### src/rtl/uart_tx_cfg.sv
// Configurable UART transmitter: start, DATA_WIDTH data bits LSB-first, optional parity,
// 1 or 2 stop bits. Per-frame settings are latched on the valid/ready handshake.
module uart_tx_cfg #(
    parameter int unsigned DATA_WIDTH = 8,
    parameter int unsigned PRESCALE_W = 16
) (
    input  logic                  CLK,
    input  logic                  RST,
    input  logic [DATA_WIDTH-1:0] data_in,
    input  logic                  data_valid,
    output logic                  data_ready,
    input  logic                  parity_EN,
    input  logic                  parity_type,
    input  logic                  stop2,
    input  logic [PRESCALE_W-1:0] prescale,
    output logic                  TX_OUT,
    output logic                  busy
);

    localparam int unsigned IdxW = $clog2(DATA_WIDTH);
    localparam logic [IdxW-1:0] LastIdx = IdxW'(DATA_WIDTH - 1);

    typedef enum logic [2:0] {
        StIdle,
        StStart,
        StData,
        StParity,
        StStop
    } state_e;

    state_e                 state_q, state_d;
    logic [PRESCALE_W-1:0]  cnt_q, cnt_d;
    logic [PRESCALE_W-1:0]  pre_q, pre_d;
    logic [IdxW-1:0]        bit_q, bit_d;
    logic [IdxW-1:0]        bit_nxt;
    logic                   stop_q, stop_d;
    logic [DATA_WIDTH-1:0]  data_q, data_d;
    logic                   par_en_q, par_en_d;
    logic                   par_type_q, par_type_d;
    logic                   stop2_q, stop2_d;
    logic                   tx_q, tx_d;
    logic                   busy_q, busy_d;

    logic bit_end;
    logic last_stop;
    logic accept;

    assign bit_end    = (cnt_q == pre_q);
    assign last_stop  = (state_q == StStop) && bit_end && (stop_q || !stop2_q);
    assign data_ready = !RST && ((state_q == StIdle) || last_stop);
    assign accept     = data_valid && data_ready;
    assign bit_nxt    = bit_q + 1'b1;

    always_comb begin
        state_d    = state_q;
        cnt_d      = cnt_q;
        pre_d      = pre_q;
        bit_d      = bit_q;
        stop_d     = stop_q;
        data_d     = data_q;
        par_en_d   = par_en_q;
        par_type_d = par_type_q;
        stop2_d    = stop2_q;
        tx_d       = tx_q;
        busy_d     = busy_q;

        if (state_q != StIdle) begin
            cnt_d = bit_end ? '0 : cnt_q + 1'b1;
        end

        unique case (state_q)
            StIdle: begin
                tx_d   = 1'b1;
                busy_d = 1'b0;
            end
            StStart: begin
                if (bit_end) begin
                    state_d = StData;
                    bit_d   = '0;
                    tx_d    = data_q[0];
                end
            end
            StData: begin
                if (bit_end) begin
                    if (bit_q == LastIdx) begin
                        if (par_en_q) begin
                            state_d = StParity;
                            tx_d    = (^data_q) ^ par_type_q;
                        end else begin
                            state_d = StStop;
                            stop_d  = 1'b0;
                            tx_d    = 1'b1;
                        end
                    end else begin
                        bit_d = bit_nxt;
                        tx_d  = data_q[bit_nxt];
                    end
                end
            end
            StParity: begin
                if (bit_end) begin
                    state_d = StStop;
                    stop_d  = 1'b0;
                    tx_d    = 1'b1;
                end
            end
            StStop: begin
                if (bit_end && stop2_q && !stop_q) begin
                    stop_d = 1'b1;
                end else if (bit_end) begin
                    state_d = StIdle;
                    tx_d    = 1'b1;
                    busy_d  = 1'b0;
                end
            end
            default: begin
                state_d = StIdle;
                tx_d    = 1'b1;
                busy_d  = 1'b0;
            end
        endcase

        // Accept overrides the stop-end return to idle, giving gapless back-to-back frames.
        if (accept) begin
            state_d    = StStart;
            cnt_d      = '0;
            bit_d      = '0;
            stop_d     = 1'b0;
            data_d     = data_in;
            par_en_d   = parity_EN;
            par_type_d = parity_type;
            stop2_d    = stop2;
            pre_d      = prescale;
            tx_d       = 1'b0;
            busy_d     = 1'b1;
        end
    end

    always_ff @(posedge CLK) begin
        if (RST) begin
            state_q    <= StIdle;
            cnt_q      <= '0;
            pre_q      <= '0;
            bit_q      <= '0;
            stop_q     <= 1'b0;
            data_q     <= '0;
            par_en_q   <= 1'b0;
            par_type_q <= 1'b0;
            stop2_q    <= 1'b0;
            tx_q       <= 1'b1;
            busy_q     <= 1'b0;
        end else begin
            state_q    <= state_d;
            cnt_q      <= cnt_d;
            pre_q      <= pre_d;
            bit_q      <= bit_d;
            stop_q     <= stop_d;
            data_q     <= data_d;
            par_en_q   <= par_en_d;
            par_type_q <= par_type_d;
            stop2_q    <= stop2_d;
            tx_q       <= tx_d;
            busy_q     <= busy_d;
        end
    end

    assign TX_OUT = tx_q;
    assign busy   = busy_q;

endmodule

### config.mk
export PLATFORM = sky130hd
export DESIGN_NAME = uart_tx_cfg
export DESIGN_NICKNAME = d
export VERILOG_FILES = /design/src/rtl/uart_tx_cfg.sv
export SDC_FILE = /design/constraint.sdc
export NUM_CORES = 1
export LEC_CHECK = 0
export BUFFER_PORTS_ARGS = -buffer_cell sky130_fd_sc_hd__buf_2
export CAP_MARGIN = 0
export CORE_UTILIZATION = 30
export DETAILED_ROUTE_END_ITERATION = 10
export HOLD_SLACK_MARGIN = 0.12
export PLACE_DENSITY = 0.47
export SLEW_MARGIN = 10
export SYNTH_ARGS = -nofsm -noshare
export SYNTH_HDL_FRONTEND = slang
export SYNTH_SLANG_ARGS = --single-unit
export TNS_END_PERCENT = 20
### constraint.sdc
create_clock -name CLK -period 2.7 [get_ports CLK]
set_input_delay 0.54 -clock CLK [delete_from_list [all_inputs] [get_ports CLK]]
set_output_delay 0.54 -clock CLK [all_outputs]
set_load 0.03 [all_outputs]
==> impl_metrics.yaml <==
outcome:
  status: "complete, no violations"
global_routing:
  grt_usage_pct: 14.5
  grtUsageMet3_pct: 2.60
  antenna_found_initial: 0
  grt_pass1_wl_um: 11000
  grt_pass1_vias: 2207
  grt.busiest_layer: "met2"
  met2_usage_pct: 23.3
  grt_max_degree: 29
  overflow: 0
  use_met1_pct: 20.2
yosys:
  synth_cell_type_count: 44
  synth_simple_gate_area_share_pct: 21.9
  synth_area_sq_um: 2690
  muxShareOfSynthArea_pct: 4.04
  syn-num-nets: 352
  ys_seq_elements: 52
  synth-compound-area-share_pct: 16.7
  synth_xor_area_share_pct: 12.9
  yosysSeqAreaShare_pct: 38.7
  syn-instance-count: 319
  synth_top_family_by_area: "simple AND/OR/NAND/NOR gates"
  synth_fa_ha_area_share_pct: 1.39
  syn-mean-instance-area_sq_um: 8.44
  yosysWarningCount: 0
critical_path:
  crit_family: "simple AND/OR/NAND/NOR gates"
  crit_chain: "xor2_1, nor4_1, nand4_2, o21a_1, nor4_2, buf_2"
  endpoint_kind: "primary output"
  start_kind: "flip-flop"
  cp-startpoint: "cnt_q[10]$_SDFFE_PP0P_"
  critPathRequiredTime_ns: 2.16
  cpMaxStageDelayCell: "dfxtp_1"
  critical_path_class: "flip-flop to primary output"
  crit_path_max_fanout: 4
  cpPeakStageDelay_ns: 0.36
  arrival_ns: 1.95
  worst-path-buf-inv: 1
  r2r-start: "cnt_q[10]$_SDFFE_PP0P_"
clocking:
  post_cts.repair.setup_buffers: 0
  cts_sinks: 52
  postCtsHoldBufs: 0
  cts-root-buf: "clkbuf_8"
  cts_tree: "done"
  cts_buffers: 5
  clk_path_buf_depth: 2
  clk_pin_slew_ns: 0.10
  clock_latency_ns: 0.30
  htreeDepth: 2
  cts_resized: 0
floorplan:
  fp.coreArea_sq_um: 8720
  die_area_sq_um: 9350
  rows: 34
  initial_core_util_pct: 30.9
  fp.dieH_um: 96.7
  fp.dieW_um: 96.7
  io_pins: 33
route:
  drtIter0Drc: 131
  ant_nets: 0
  wirelength_um: 6520
  wl_per_cell_um: 14.2
  drc: 0
  drtPass1Iterations: 4
  vias: 2295
  avgViaCountPerCell: 5.01
layout:
  area_delta_synth_final_pct: 15.2
  finalNetCount: 382
  layout-drive-gt1-share_pct: 17.7
  multi_input_area_sq_um: 1530
  seq_area_sq_um: 1040
  antennaDiodeCount: 0
  fill_cells: 898
timing:
  hold_violations: 0
  period_share_pct: 92.3
  fmax_ghz: 0.401
  setup_viol: 0
  clock-skew-final_ns: 0.00573
  relSlewSlack_pct: 65.3
  rsz0062_at_grt: "no"
  tightest_slew_ns: 0.520
  setup_tns_ns: 0
  slew_violations: 0
  layout_min_cycle_time_ns: 2.49
worst_hold_path:
  min_from: "prescale[0]"
  hp-class: "primary input to flip-flop"
flow_run:
  maxCapViolations: 0
pwr:
  power_density_nw_per_um2: 573
  total_power_w: 0.00178
  p_sw_share_pct: 27.9
  p_clk_share_pct: 33.5
  seqPwrFrac_pct: 47.8
  p_int_w: 0.00128
  p_switching_w: 0.000495
  p_leak_nw: 1.27
  p_comb_share_pct: 18.7
  ir_drop_v: 0.000296
place:
  dp_hpwl_um: 4670
  numPortBuffers: 32
  place.gp.congestion: 0.804
-- per-stage QoR --
stage	instance area (sq um)	util, %	hold WS, ns	worst slack (ns)	cells
floorplan	2690	-	0.470	0.0693	319
global placement	2970	34.1	0.485	0.546	450
detailed placement	2970	34.1	0.488	0.542	450
CTS	3100	35.6	0.463	0.172	458
global route	3100	35.6	0.466	0.0535	458
finish	3100	35.6	0.474	0.208	458
-- placed cells by master, fill, tap and decap left out, types with 2 or more instances in the layout --
master,netlist,layout
nand3_1,33,33
dfxtp_1,52,52
nor4_2,2,2
nor3_1,10,10
nor4_1,3,3
nor2_1,30,30
and2_1,5,5
buf_4,2,13
nand2b_1,4,4
and3_1,3,3
a211o_1,2,2
xnor2_1,8,8
mux2i_1,5,5
o31ai_1,2,2
o21ai_1,27,27
clkbuf_8,0,7
a2bb2oi_1,2,2
nand4_1,2,2
nand2_1,15,15
mux4_2,2,2
inv_1,2,2
xor2_1,29,29
ha_1,3,3
nor2b_1,4,4
o22ai_1,2,2
a21oi_1,35,35
buf_2,4,32
-- registers in the layout (all words and copies together), names as in the netlist --
signal / flops
TX_OUT: 1
bit_q: 3
busy: 1
cnt_q: 16
data_q: 8
par_en_q: 1
par_type_q: 1
pre_q: 16
state_q: 3
stop2_q: 1
stop_q: 1
-- cell families (layout without fill, tap and decap cells) --
kind of cell / count (synthesis) / count (layout)
multiplexers: 8 / 8
buffers and inverters: 24 / 55
AND/OR/NAND/NOR: 116 / 116
adder cells (fa/ha/maj): 3 / 3
AO/OA/AOI/OAI: 78 / 78
flip-flops: 52 / 52
XOR/XNOR: 38 / 38
-- worst paths after layout --
check / to / slack [ns] / cells past startpoint
max reg2reg: state_q[0]$_SDFFE_PP0P_ / 0.60 / 7
max: data_ready / 0.21 / 6
min reg2reg: pre_q[8]$_SDFFE_PP0P_ / 0.50 / 2
min: pre_q[0]$_SDFFE_PP0P_ / 0.47 / 3
-- power by group through the flow --
stage          Clock [W]  Combinational, W  Sequential (W)
6_report        0.000595          0.000332        0.000850
3_5_place_dp           0          0.000335        0.000868
3_3_place_gp           0          0.000336        0.000868
5_1_grt         0.000644          0.000373        0.000857
2_1_floorplan          0          0.000239        0.000860
4_1_cts         0.000610          0.000336        0.000850
-- synth_stat cells --
cell / number / area (sq um)
dfxtp_1: 52 / 1040
a21oi_1: 35 / 175
nand3_1: 33 / 165
nor2_1: 30 / 113
xor2_1: 29 / 254
o21ai_1: 27 / 135
nand2_1: 15 / 56.3
clkbuf_1: 10 / 37.5
nor3_1: 10 / 50.1
xnor2_1: 8 / 70.1
and2_1: 5 / 31.3
mux2i_1: 5 / 50.1
buf_1: 4 / 15.0
buf_2: 4 / 20.0
nand2b_1: 4 / 25.0
nor2b_1: 4 / 25.0
and3_1: 3 / 18.8
ha_1: 3 / 37.5
nor4_1: 3 / 18.8
a211o_1: 2 / 17.5
a2bb2oi_1: 2 / 17.5
buf_4: 2 / 15.0
buf_6: 2 / 22.5
inv_1: 2 / 7.51
mux4_2: 2 / 45.0
nand4_1: 2 / 12.5
nor4_2: 2 / 25.0
o22ai_1: 2 / 12.5
o31ai_1: 2 / 15.0
a221oi_2: 1 / 15.0
a311oi_1: 1 / 8.76
a32oi_1: 1 / 8.76
mux2i_2: 1 / 13.8
nand3b_1: 1 / 7.51
nand4_2: 1 / 12.5
nand4bb_1: 1 / 11.3
nor2_4: 1 / 11.3
o2111ai_1: 1 / 8.76
o21a_1: 1 / 7.51
o21ai_0: 1 / 5.00
o21ai_4: 1 / 16.3
o21bai_1: 1 / 7.51
or3_1: 1 / 6.26
xnor3_1: 1 / 22.5
-- layer usage --
layer / up-vias / share of wire [%]
met5: - / 0
met2: 33 / 46
met3: 4 / 3.1
met4: 0 / 0.71
met1: 1078 / 50
li1: 1180 / -
-- worst reg2reg max path, stage by stage, from the launching register on --
cell	delay [ns]
dfxtp_1	0.36
xor2_1	0.17
nor4_1	0.36
nand4_2	0.17
buf_4	0.24
mux2i_2	0.31
o2111ai_1	0.19
a221oi_2	0.22
-- area by class of cell --
cell class / instances / share of cell area (%)
Clock inverter: 1 / 0.969
Clock buffer: 7 / 3.11
Tap cell: 108 / 4.36
Timing Repair Buffer: 45 / 8.31
Multi-Input combinational cell: 243 / 49.4
Sequential cell: 52 / 33.6
Inverter: 2 / 0.242
No activity file was read; power rests on OpenSTA's default activity.
